[src/rtl/io_bank_pkg.sv]
// Shared types and constants for the parametrised IO bank controller.
package io_bank_pkg;

    typedef enum logic [2:0] {
        BIST_IDLE,
        BIST_DRIVE,
        BIST_SETTLE,
        BIST_CHECK,
        BIST_DONE
    } bist_state_t;

    // Phase 1 drives a walking one, phase 0 drives a walking zero
    localparam logic PHASE_HIGH = 1'b1;
    localparam logic PHASE_LOW  = 1'b0;

    // Wide enough for SYNC_STAGES up to 4
    localparam int SETTLE_CNT_W = 3;

    // Channel index width, never narrower than one bit so N_IO=1 still works
    function automatic int idx_width(input int n);
        return (n <= 2) ? 1 : $clog2(n);
    endfunction

endpackage

[src/rtl/io_sync_edge.sv]
// One channel of input synchronisation with rise/fall detection.
// While frozen the user-facing level holds its last value and no edges are reported,
// but the synchroniser chain keeps running so the self-test can observe the pad.
module io_sync_edge
    import io_bank_pkg::*;
#(
    parameter int SYNC_STAGES = 2
) (
    input  logic clk,
    input  logic rst_n,
    input  logic freeze,
    input  logic pad_in,
    output logic sync_last,
    output logic usr_in,
    output logic in_rise,
    output logic in_fall
);

    logic [SYNC_STAGES-1:0] chain;
    logic                   held;

    // Shift the raw pad level through the synchroniser stages
    always_ff @(posedge clk) begin
        if (!rst_n) begin
            chain <= '0;
        end else begin
            chain <= {chain[SYNC_STAGES-2:0], pad_in};
        end
    end

    // One-cycle-delayed copy for edge detection; it stops updating while frozen
    always_ff @(posedge clk) begin
        if (!rst_n) begin
            held <= 1'b0;
        end else if (!freeze) begin
            held <= chain[SYNC_STAGES-1];
        end
    end

    assign sync_last = chain[SYNC_STAGES-1];
    assign usr_in    = freeze ? held : sync_last;
    assign in_rise   = ~freeze &  sync_last & ~held;
    assign in_fall   = ~freeze & ~sync_last &  held;

endmodule

[src/rtl/io_bank_ctrl.sv]
// IO bank controller: user-design to pad muxing, optional output registering,
// per-channel input synchronisers and a walking-one/zero loopback self-test.
module io_bank_ctrl
    import io_bank_pkg::*;
#(
    parameter int              N_IO         = 10,
    parameter int              SYNC_STAGES  = 2,
    parameter logic [N_IO-1:0] OUT_REG_MASK = '1
) (
    input  logic            clk,
    input  logic            rst_n,
    input  logic [N_IO-1:0] usr_out,
    input  logic [N_IO-1:0] usr_oeb,
    output logic [N_IO-1:0] usr_in,
    output logic [N_IO-1:0] in_rise,
    output logic [N_IO-1:0] in_fall,
    input  logic [N_IO-1:0] pad_in,
    output logic [N_IO-1:0] pad_out,
    output logic [N_IO-1:0] pad_oeb,
    input  logic            bist_start,
    output logic            bist_busy,
    output logic            bist_done,
    output logic            bist_fail,
    output logic [N_IO-1:0] bist_fail_mask
);

    localparam int                       IDX_W       = idx_width(N_IO);
    localparam logic [IDX_W-1:0]         LAST_IDX    = IDX_W'(N_IO - 1);
    localparam logic [SETTLE_CNT_W-1:0]  SETTLE_LAST = SETTLE_CNT_W'(SYNC_STAGES - 1);

    bist_state_t             state, state_next;
    logic [IDX_W-1:0]        idx, idx_next;
    logic                    phase, phase_next;
    logic [SETTLE_CNT_W-1:0] cnt, cnt_next;
    logic [N_IO-1:0]         fail_mask, fail_mask_next;
    logic [N_IO-1:0]         drive_vec, drive_vec_next;
    logic [N_IO-1:0]         out_q, oeb_q;
    logic                    pass_en;
    logic [N_IO-1:0]         sync_last;
    logic                    busy;
    logic                    bist_drive;
    logic [N_IO-1:0]         user_out, user_oeb;

    // Test vector: the selected channel carries the phase, every other channel its inverse
    function automatic logic [N_IO-1:0] pattern(input logic [IDX_W-1:0] i, input logic ph);
        logic [N_IO-1:0] one_hot;
        one_hot = N_IO'(1) << i;
        return ph ? one_hot : ~one_hot;
    endfunction

    for (genvar i = 0; i < N_IO; i++) begin : g_chan
        io_sync_edge #(
            .SYNC_STAGES (SYNC_STAGES)
        ) u_sync (
            .clk       (clk),
            .rst_n     (rst_n),
            .freeze    (busy),
            .pad_in    (pad_in[i]),
            .sync_last (sync_last[i]),
            .usr_in    (usr_in[i]),
            .in_rise   (in_rise[i]),
            .in_fall   (in_fall[i])
        );
    end

    // Self-test sequencing: walk each channel through a high and a low phase
    always_comb begin
        state_next     = state;
        idx_next       = idx;
        phase_next     = phase;
        cnt_next       = cnt;
        fail_mask_next = fail_mask;
        unique case (state)
            BIST_IDLE: begin
                if (bist_start) begin
                    state_next     = BIST_DRIVE;
                    idx_next       = '0;
                    phase_next     = PHASE_HIGH;
                    fail_mask_next = '0;
                end
            end
            BIST_DRIVE: begin
                state_next = BIST_SETTLE;
                cnt_next   = '0;
            end
            BIST_SETTLE: begin
                if (cnt == SETTLE_LAST) begin
                    state_next = BIST_CHECK;
                end else begin
                    cnt_next = cnt + 1'b1;
                end
            end
            BIST_CHECK: begin
                fail_mask_next = fail_mask | (sync_last ^ drive_vec);
                if (phase == PHASE_HIGH) begin
                    phase_next = PHASE_LOW;
                    state_next = BIST_DRIVE;
                end else if (idx < LAST_IDX) begin
                    idx_next   = idx + 1'b1;
                    phase_next = PHASE_HIGH;
                    state_next = BIST_DRIVE;
                end else begin
                    state_next = BIST_DONE;
                end
            end
            BIST_DONE: begin
                state_next = BIST_IDLE;
            end
            default: begin
                state_next = BIST_IDLE;
            end
        endcase
    end

    assign drive_vec_next = pattern(idx_next, phase_next);

    // Self-test state, counters, sticky failure flags and the registered drive vector
    always_ff @(posedge clk) begin
        if (!rst_n) begin
            state     <= BIST_IDLE;
            idx       <= '0;
            phase     <= PHASE_HIGH;
            cnt       <= '0;
            fail_mask <= '0;
            drive_vec <= '0;
        end else begin
            state     <= state_next;
            idx       <= idx_next;
            phase     <= phase_next;
            cnt       <= cnt_next;
            fail_mask <= fail_mask_next;
            drive_vec <= drive_vec_next;
        end
    end

    // Registered copy of the user outputs; pass_en keeps bypass channels tristated until reset is released
    always_ff @(posedge clk) begin
        if (!rst_n) begin
            out_q   <= '0;
            oeb_q   <= '1;
            pass_en <= 1'b0;
        end else begin
            out_q   <= usr_out;
            oeb_q   <= usr_oeb;
            pass_en <= 1'b1;
        end
    end

    assign busy       = (state == BIST_DRIVE) || (state == BIST_SETTLE) || (state == BIST_CHECK);
    assign bist_drive = (state != BIST_IDLE);

    // Pad muxing: the self-test owns every pad until the cycle after DONE
    always_comb begin
        user_out = (out_q & OUT_REG_MASK) | (usr_out & ~OUT_REG_MASK & {N_IO{pass_en}});
        user_oeb = (oeb_q & OUT_REG_MASK) | (~OUT_REG_MASK & (pass_en ? usr_oeb : '1));
        pad_out  = bist_drive ? drive_vec : user_out;
        pad_oeb  = bist_drive ? '0 : user_oeb;
    end

    assign bist_busy      = busy;
    assign bist_done      = (state == BIST_DONE);
    assign bist_fail      = ~busy & (|fail_mask);
    assign bist_fail_mask = fail_mask;

endmodule

[config.mk]
export PLATFORM = sky130hd
export DESIGN_NAME = io_bank_ctrl
export DESIGN_NICKNAME = d
export VERILOG_FILES = /design/src/rtl/io_bank_pkg.sv /design/src/rtl/io_sync_edge.sv /design/src/rtl/io_bank_ctrl.sv
export SDC_FILE = /design/constraint.sdc
export NUM_CORES = 1
export LEC_CHECK = 0
export BUFFER_PORTS_ARGS = -buffer_cell sky130_fd_sc_hd__buf_4
export CAP_MARGIN = 20
export CORE_ASPECT_RATIO = 1.5
export CORE_MARGIN = 2
export CORE_UTILIZATION = 45
export DETAILED_ROUTE_END_ITERATION = 10
export PLACE_DENSITY = 0.79
export SLEW_MARGIN = 20
export SYNTH_ARGS = -nofsm -noshare
export SYNTH_HDL_FRONTEND = slang
export SYNTH_SLANG_ARGS = --single-unit
[constraint.sdc]
create_clock -name clk -period 2.8 [get_ports clk]
set_input_delay 0.84 -clock clk [delete_from_list [all_inputs] [get_ports clk]]
set_output_delay 0.84 -clock clk [all_outputs]
set_load 0.005 [all_outputs]
==> impl_metrics.ini, run 1 <==
[synth]
syn_nets = 417
async_flop_share = 0
ys_types = 47
ys_warn_count = 0
yosys.area_share.simple = 0.247
syn_avg_cell_area_um2 = 9.61
synth_xor_xnor_area_share = 0.0240
synth_top_area_frac = 0.444
synth.top_cells.by_area = dfxtp_1 (44%), and2_1 (8.9%), mux2_2 (6.5%)
synthesis.instances = 380
synth_top_family_by_area = simple AND/OR/NAND/NOR gates
yosysTopAreaCell = dfxtp_1
synthMuxAreaShare = 0.0966
synth_fa_ha_area_frac = 0.0137
synth_compound_area_frac = 0.0809
yosys_register_bits = 81
ys.flop_type = dfxtp_1
seq_area_frac_synth = 0.444
synth-edff-count = 0
netlist_area_um2 = 3650

[floorplan]
die_w_um = 77.5
start_util = 0.459
die-area_um2 = 8860
num_rows = 40
pin_count = 96
die-height_um = 114
core_um2 = 7960

[global_routing]
antenna_found_initial = 0
grt_max_degree = 55
grtUsageTotal = 0.185
grt_pass1_wl_um = 12900
grt_pass1_vias = 2720
grt_overflow = 0

[clock_network]
clock-sinks = 81
cts_root_buf = clkbuf_16
clockBufferDepth = 2
cts_buffers = 9
htree_num_levels = 3
cts_tree = built
clkTransAtPathRegs_ns = 0.05
worstSkewPairLatency_ns = 0.33

[job]
maxCapViolations = 0

[critical_path]
path_class = reg2out
critPathMaxFanout = 32
arrival_ns = 1.77
end_kind = output pin
cp.required_ns = 1.96
start_kind = flop

[placement]
place_congestion = 0.955
place_hpwl_um = 5640
post-place-ws_ns = 0.263
placed_cell_area_um2 = 4240
io_buffers = 95

[route]
wirelength_um = 7790
first_pass_iters = 4
wire_per_inst_um = 14.2
initialDrtViolationCount = 123
ant_nets = 0
drc = 0
viasPerCell = 5.07
detailroute.via_count = 2786

[finish]
final_cell_mix = buf_4 (99), dfxtp_1 (80), and2_1 (52), mux2_2 (21), nor2_1 (21)
fin_area_um2 = 4530
antennaDiodeCount = 0
layout_commonest_cell = buf_4
syn_to_final_growth_pct = 24.1
fin_nets = 477
drive_gt1_frac = 0.328

[sta]
fin_crit_sh = 0.930
rsz0062_at_grt = false
fin_ws_ns = 0.195
max_clock_freq_mhz = 384
setup_violations = 0
skew_ns = 0.00283
slew_viol_final = 0
relSlewSlack = 0.490
worst_slew_pin_slew_ns = 0.756
setup_tns_ns = 0
period_minus_slack_ns = 2.61
finalHoldViolations = 0

[hold_path]
hold_path_class = reg2reg

[power_and_ir_drop]
peakVddDrop_v = 0.000316
powerDensity_nw_per_um2 = 612
p_leak_nw = 2.04

[run_status]
outcome = finished clean
[per-layer routing]
layer | track usage | vias to the layer above | part of all wire
met5 | 0 | - | 0
met4 | 0.0798 | 0 | 0.023
met3 | 0.0513 | 13 | 0.041
met2 | 0.325 | 62 | 0.53
li1 | - | 1377 | -
met1 | 0.210 | 1334 | 0.41
[repair_timing]
action	CTS	global route
gates resized for setup	0	1
hold buffers	0	0
setup buffers	0	0
endpoints found under the setup margin	0	10
[final timing paths]
check / end / from / slack [ns] / cells past startpoint
worst min-delay path: g_chan[8].u_sync.chain[1] / g_chan[8].u_sync.chain[0] / 0.43 / 1
worst max-delay path: usr_in[6] / state[0] / 0.19 / 5
worst max register to register: drive_vec[1] / idx[0] / 0.38 / 8
worst min register to register: g_chan[8].u_sync.chain[1] / g_chan[8].u_sync.chain[0] / 0.43 / 1
[power breakdown]
group	leakage (nW)	internal, mW	switching, mW	total [mW]
clock network	0.144	0.712	0.428	1.14
logic	1.23	0.222	0.179	0.401
registers	0.665	1.20	0.0312	1.23
total	2.04	2.13	0.638	2.77
[state kept, by name, indices dropped and copies added (netlist names)]
signal	cells
bist_fail_mask	10
cnt	3
drive_vec	10
g_chan.u_sync.chain	20
g_chan.u_sync.held	10
idx	4
oeb_q	10
out_q	10
phase	1
state	3
[Yosys cell counts, types with 2 or more instances]
library cell  instances
nor2b_1               3
o211ai_1              2
o21ai_0               4
clkbuf_1             15
nor4_1                4
ha_1                  4
nor2_1               22
inv_1                 7
nand3_1               5
dfxtp_1              81
nor3b_1              20
a21oi_1               5
buf_4                30
xor2_1               10
buf_1                 3
a22oi_1              12
buf_2                 2
and2_1               52
mux2_2               21
mux2i_1               8
a31oi_1               2
o22ai_1               2
nand2_1              20
a211oi_1              4
nor3_1                7
nand2b_1             14
[kinds of logic (layout without fill, tap and decap cells)]
group	after synthesis	in the layout
mux	31	31
simple gates	155	155
compound gates	41	41
xor+xnor	10	10
fa+ha+maj	4	4
flops	81	81
buf+inv	58	123
[worst max-delay path: stages (launching register included)]
cell	delay (ns)
dfxtp_2	0.48
nor2_1	0.10
nor2_2	0.14
buf_12	0.20
mux2_2	0.36
buf_4	0.14
[layout make-up]
type                       count  area, µm²
tap                          105        131
inverter                       7       26.3
multi-input combinational    241       1700
clock buffer                  13        250
clock inverter                 3       40.0
sequential                    81       1620
fill                         668       3430
timing repair buffer         100        763
[stage by stage]
step,utilization,std cells,power [mW],hold slack [ns]
floorplan,-,380,1.49,0.412
global placement,0.533,534,1.64,0.413
detailed placement,0.533,534,1.66,0.419
CTS,0.569,550,2.80,0.431
global route,0.569,550,2.88,0.439
finish,0.569,550,2.77,0.429
No activity file was read; power rests on OpenSTA's default activity.
==> run 2, diff against run 1 <==
--- a/config.mk
+++ b/config.mk
@@ -12,6 +12,7 @@
 export CORE_UTILIZATION = 45
 export DETAILED_ROUTE_END_ITERATION = 10
 export PLACE_DENSITY = 0.79
+export RECOVER_POWER = 50
 export SLEW_MARGIN = 20
 export SYNTH_ARGS = -nofsm -noshare
 export SYNTH_HDL_FRONTEND = slang
==> run 2 against run 1 <==
Effect of this change: clock skew is essentially flat; clock power is essentially flat; total power decreased by 0.20%; combinational power is 1% lower; register-to-register slack gained 0.02 ns; sequential cell count is the same.
==> impl_metrics.ini, run 2 (synthesized netlist as in run 1, its figures left out) <==
[route]
ant_nets = 0
first_pass_iters = 4
initialDrtViolationCount = 155
drc = 0
wire_per_inst_um = 14.2
viasPerCell = 5.07
wirelength_um = 7790
detailroute.via_count = 2791

[sta]
setup_violations = 0
finalHoldViolations = 0
slew_viol_final = 0
fin_ws_ns = 0.192
setup_tns_ns = 0
relSlewSlack = 0.441
skew_ns = 0.00246
worst_slew_pin_slew_ns = 0.838
period_minus_slack_ns = 2.61
fin_crit_sh = 0.932
rsz0062_at_grt = false
max_clock_freq_mhz = 383

[clock_network]
postCtsSetupBuffers = 0
cts_buffers = 9
clkTransAtPathRegs_ns = 0.05
worstSkewPairLatency_ns = 0.33
cts_tree = built
cts_root_buf = clkbuf_16
clock-sinks = 81
clockBufferDepth = 2
htree_num_levels = 3
postCtsHoldBufs = 0

[floorplan]
num_rows = 40
core_um2 = 7960
die-height_um = 114
die-area_um2 = 8860
pin_count = 96
die_w_um = 77.5
start_util = 0.459

[critical_path]
worstPathCellList = nor2_1, nor2_2, buf_12, mux2_2, buf_4
r2r_slack_ns = 0.40
end_kind = output pin
slowest_stage = dfxtp_2
r2r-start = state[1]
rr_endpoint = drive_vec[0]
arrival_ns = 1.77
cp.required_ns = 1.96
cp_top_family = flip-flops
path_buf_inv = 2
slowest_delay_ns = 0.48
rr_worst_depth = 8
critPathMaxFanout = 32
start_kind = flop
path_class = reg2out

[placement]
io_buffers = 95
dpl.cell_count = 534
place_hpwl_um = 5640
place_congestion = 0.955
post-place-ws_ns = 0.263

[hold_path]
hold_path_class = reg2reg
min_to = g_chan[7].u_sync.chain[1]
hold_depth = 1
hp-start = g_chan[7].u_sync.chain[0]

[finish]
instances_no_fill = 550
final_cell_mix = buf_4 (85), dfxtp_1 (80), and2_1 (41), mux2_2 (21), nor2_1 (21)
regMostFlops = g_chan.u_sync.chain
fillers = 681
seq_area_um2 = 1620
multi_input_area_um2 = 1690
largest_register_ff_count = 20
drive_gt1_frac = 0.310
syn_to_final_growth_pct = 23.2
antennaDiodeCount = 0
layout_commonest_cell = buf_4
fin_nets = 477
post-route-util = 0.565

[global_routing]
grt_pass1_wl_um = 12900
grt_overflow = 0
grt_pass1_vias = 2720
antenna_found_initial = 0
grt_max_degree = 55
grtUsageTotal = 0.185

[power_and_ir_drop]
p_leak_nw = 1.99
powerDensity_nw_per_um2 = 615
peakVddDrop_v = 0.000317

[job]
maxCapViolations = 0

[run_status]
outcome = finished clean
run 2: worst max path at each step:
| stage | from | endpoint | slack [ns] | depth (start not counted) |
|---|---|---|---|---|
| finish | state[0] | usr_in[6] | 0.19 | 5 |
| global placement | bist_start | drive_vec[2] | 0.31 | 7 |
| CTS | state[0] | usr_in[6] | 0.03 | 5 |
| global route | state[0] | usr_in[2] | 0.12 | 5 |
| detailed placement | bist_start | drive_vec[2] | 0.26 | 7 |
| floorplan | state[2] | in_fall[0] | 0.42 | 6 |
run 2: repair_timing:
action | 4_1_cts | 5_1_grt
endpoints found under the setup margin | 0 | 10
resized for setup | 0 | 1
endpoints found under the hold margin | 0 | 0
run 2: metrics by stage:
stage	area (µm²)	hold slack, ns	power [mW]
2_1_floorplan	3650	0.412	1.49
3_3_place_gp	4240	0.413	1.64
3_5_place_dp	4240	0.419	1.66
4_1_cts	4530	0.431	2.80
5_1_grt	4500	0.439	2.88
6_report	4500	0.428	2.77
run 2: layout make-up:
class | count | share of cell area
flip-flops and latches | 81 | 0.361
multi-input cells | 241 | 0.376
inverters | 7 | 0.00584
clock buffers | 13 | 0.0556
well taps | 105 | 0.0292
clock inverters | 3 | 0.00890
repair buffers | 100 | 0.163
run 2: routing by layer:
| metal | vias to the layer above | wire, µm | track usage |
|---|---|---|---|
| li1 | 1369 | - | - |
| met1 | 1341 | 3120 | 0.210 |
| met2 | 68 | 4140 | 0.325 |
| met3 | 13 | 341 | 0.0513 |
| met4 | 0 | 185 | 0.0798 |
| met5 | - | 0 | 0 |
run 2: where the power goes:
group	leakage [nW]	switching (mW)	internal [mW]
combinational	1.18	0.179	0.217
sequential	0.665	0.0313	1.20
clock	0.144	0.428	0.712
run 2: worst reg2reg max path, cell delays in order (launching register included):
cell      delay [ns]
dfxtp_1         0.33
buf_4           0.18
or4b_1          0.74
clkbuf_1        0.28
nand2_1         0.12
mux2i_2         0.13
nor2b_2         0.21
a21oi_1         0.09
a211oi_1        0.23
==> run 3, diff against run 2 <==
--- a/config.mk
+++ b/config.mk
@@ -5,6 +5,7 @@
 export SDC_FILE = /design/constraint.sdc
 export NUM_CORES = 1
 export LEC_CHECK = 0
+export ABC_AREA = 1
 export BUFFER_PORTS_ARGS = -buffer_cell sky130_fd_sc_hd__buf_4
 export CAP_MARGIN = 20
 export CORE_ASPECT_RATIO = 1.5
==> run 3 against run 2 <==
Effect of this change: the flow now finishes with violations (max-capacitance violations, max-slew violations); critical path depth increased by 1; clock skew grew 0.00092 ns; setup slack worse by 0.085 ns; clock power grew 18%; highest routed layer unchanged; largest power group is now the clock network; cell area up 3.3%.
==> impl_metrics.ini, run 3 <==
[run_status]
outcome = finished with violations
violations = max-capacitance violations, max-slew violations

[route]
detailroute.via_count = 3135
wirelength_um = 8040
viasPerCell = 4.68
wire_per_inst_um = 12.0
initialDrtViolationCount = 243
drc = 0
ant_nets = 0
first_pass_iters = 5

[global_routing]
antenna_found_initial = 0
grt_overflow = 0
grtUsageTotal = 0.183
grt_pass1_wl_um = 13200
grt_pass1_vias = 3061
grt_max_degree = 41

[floorplan]
die-height_um = 115
num_rows = 40
pin_count = 96
die-area_um2 = 9040
start_util = 0.466
die_w_um = 78.3
core_um2 = 8010

[clock_network]
postCtsSetupBuffers = 0
worstSkewPairLatency_ns = 0.33
cts_tree = built
cts_root_buf = clkbuf_16
htree_num_levels = 3
clock-sinks = 81
clockBufferDepth = 2
clkTransAtPathRegs_ns = 0.06
cts_buffers = 9

[critical_path]
r2r_slack_ns = 0.65
start_kind = flop
path_class = reg2out
rr_endpoint = drive_vec[5]
arrival_ns = 1.85
end_kind = output pin
critPathMaxFanout = 10
crit_path_end = usr_in[6]
r2r-start = state[0]
rr_worst_depth = 11
cp.required_ns = 1.96
cp-startpoint = state[0]

[sta]
setup_violations = 0
setup_tns_ns = 0
relSlewSlack = -0.0371
holdWs_ns = 0.412
fin_crit_sh = 0.962
worst_slew_pin_slew_ns = 1.56
skew_ns = 0.00338
period_minus_slack_ns = 2.69
slew_viol_final = 41
max_clock_freq_mhz = 371
finalHoldViolations = 0

[power_and_ir_drop]
peakVddDrop_v = 0.000442
p_leak_nw = 2.35
share_comb_of_total_power = 0.265
fin_total_pwr_mw = 3.61
seq_power_share = 0.362
switching_share = 0.296
p_int_mw = 2.54
switchingPower_mw = 1.07
powerDensity_nw_per_um2 = 777
clock_power_share = 0.373

[finish]
largest_register_ff_count = 20
seq_area_um2 = 1620
antennaDiodeCount = 0
syn_to_final_growth_pct = 24.6
multi_input_area_um2 = 1530
fin_nets = 597
regMostFlops = g_chan.u_sync.chain
instances_no_fill = 670
drive_gt1_frac = 0.281
fillers = 713
final_cell_mix = nand2_1 (107), buf_4 (86), dfxtp_1 (81), inv_1 (66), nor2_1 (59)
layout_commonest_cell = nand2_1

[synth]
synth_top_area_frac = 0.435
yosysMostFrequentCell = nand2_1
yosysTopAreaCell = dfxtp_1
ys_types = 33
netlist_area_um2 = 3730
synth.top_cells.by_area = dfxtp_1 (43%), nand2_1 (11%), inv_1 (6.7%)
ys.flop_type = dfxtp_1
syn_nets = 533
seq_area_frac_synth = 0.435
yosys_register_bits = 81
syn_avg_cell_area_um2 = 7.52
async_flop_share = 0
ys_warn_count = 0
synthesis.instances = 496
synth-edff-count = 0
synth_common_cells = nand2_1 (107), dfxtp_1 (81), inv_1 (67)

[placement]
place_congestion = 0.818
dpl.cell_count = 653
place_hpwl_um = 6010
io_buffers = 95

[job]
maxCapViolations = 1

[hold_path]
hold_path_class = reg2reg
==> run 3: changes by cell type after synthesis, sizes merged, moves of 13 or more <==
cell and change:
nand2 +99, mux2 -13, nand2b -14, nor3b -20, nor2 +47, inv +65, a21oi +28, and2 -52
==> run 3: cell type report <==
type | instances | share of cell area
Inverter | 74 | 0.0612
Tap cell | 105 | 0.0283
Sequential cell | 81 | 0.349
Clock inverter | 7 | 0.0269
Clock buffer | 9 | 0.0485
Timing Repair Buffer | 99 | 0.154
Timing Repair inverter | 1 | 0.00162
Multi-Input combinational cell | 294 | 0.330
==> run 3: how the worst min path moves through the flow <==
stage / from / endpoint / slack (ns) / depth (start not counted)
after floorplan: g_chan[0].u_sync.chain[0] / g_chan[0].u_sync.chain[1] / 0.39 / 2
after global placement: g_chan[3].u_sync.chain[0] / g_chan[3].u_sync.chain[1] / 0.39 / 2
after detailed placement: g_chan[5].u_sync.chain[0] / g_chan[5].u_sync.chain[1] / 0.40 / 2
after CTS: g_chan[4].u_sync.chain[0] / g_chan[4].u_sync.chain[1] / 0.41 / 2
after global routing: g_chan[3].u_sync.chain[0] / g_chan[3].u_sync.chain[1] / 0.43 / 2
final: g_chan[3].u_sync.chain[0] / g_chan[3].u_sync.chain[1] / 0.41 / 2
==> run 3: critical path, cell delays in order, from the launching register on <==
cell,delay (ns)
dfxtp_1,0.43
nor2_2,0.11
nor2_2,0.30
clkinvlp_4,0.30
nand2_1,0.17
nand2_1,0.08
buf_4,0.14
==> run 3: layer usage <==
layer,track usage,wire [µm],vias to the layer above,share of wire
met5,0,0,-,0
met4,0.0842,182,0,0.023
met3,0.0304,456,14,0.057
met2,0.348,4270,104,0.53
met1,0.196,3130,1394,0.39
li1,-,-,1623,-
==> run 3: what timing repair did <==
| action | in CTS | in global routing |
|---|---|---|
| hold buffers | 0 | 0 |
| resized for setup | 0 | 4 |
| setup endpoints to repair | 0 | 23 |
==> run 3: kinds of logic (layout without fill, tap and decap cells) <==
| kind of cell | after synthesis | count (layout) | synth area share |
|---|---|---|---|
| flops | 81 | 81 | 0.435 |
| xor+xnor | 8 | 8 | 0.0188 |
| compound gates | 52 | 52 | 0.0782 |
| mux | 8 | 8 | 0.0242 |
| buf+inv | 121 | 190 | 0.155 |
| fa+ha+maj | 4 | 4 | 0.0134 |
| simple gates | 222 | 222 | 0.276 |
==> run 3: power groups by stage <==
stage	combinational (mW)	clock [mW]	sequential, mW
2_1_floorplan	0.623	0	1.31
3_3_place_gp	0.909	0	1.33
3_5_place_dp	0.936	0	1.33
4_1_cts	0.938	1.36	1.30
5_1_grt	1.08	1.41	1.31
6_report	0.958	1.35	1.31
==> run 3: through the flow <==
step | setup slack [ns] | util | area (µm²)
2_1_floorplan | 0.694 | - | 3730
3_3_place_gp | 0.472 | 0.538 | 4310
3_5_place_dp | 0.406 | 0.538 | 4310
4_1_cts | 0.0668 | 0.582 | 4660
5_1_grt | -0.0118 | 0.580 | 4640
6_report | 0.107 | 0.580 | 4640
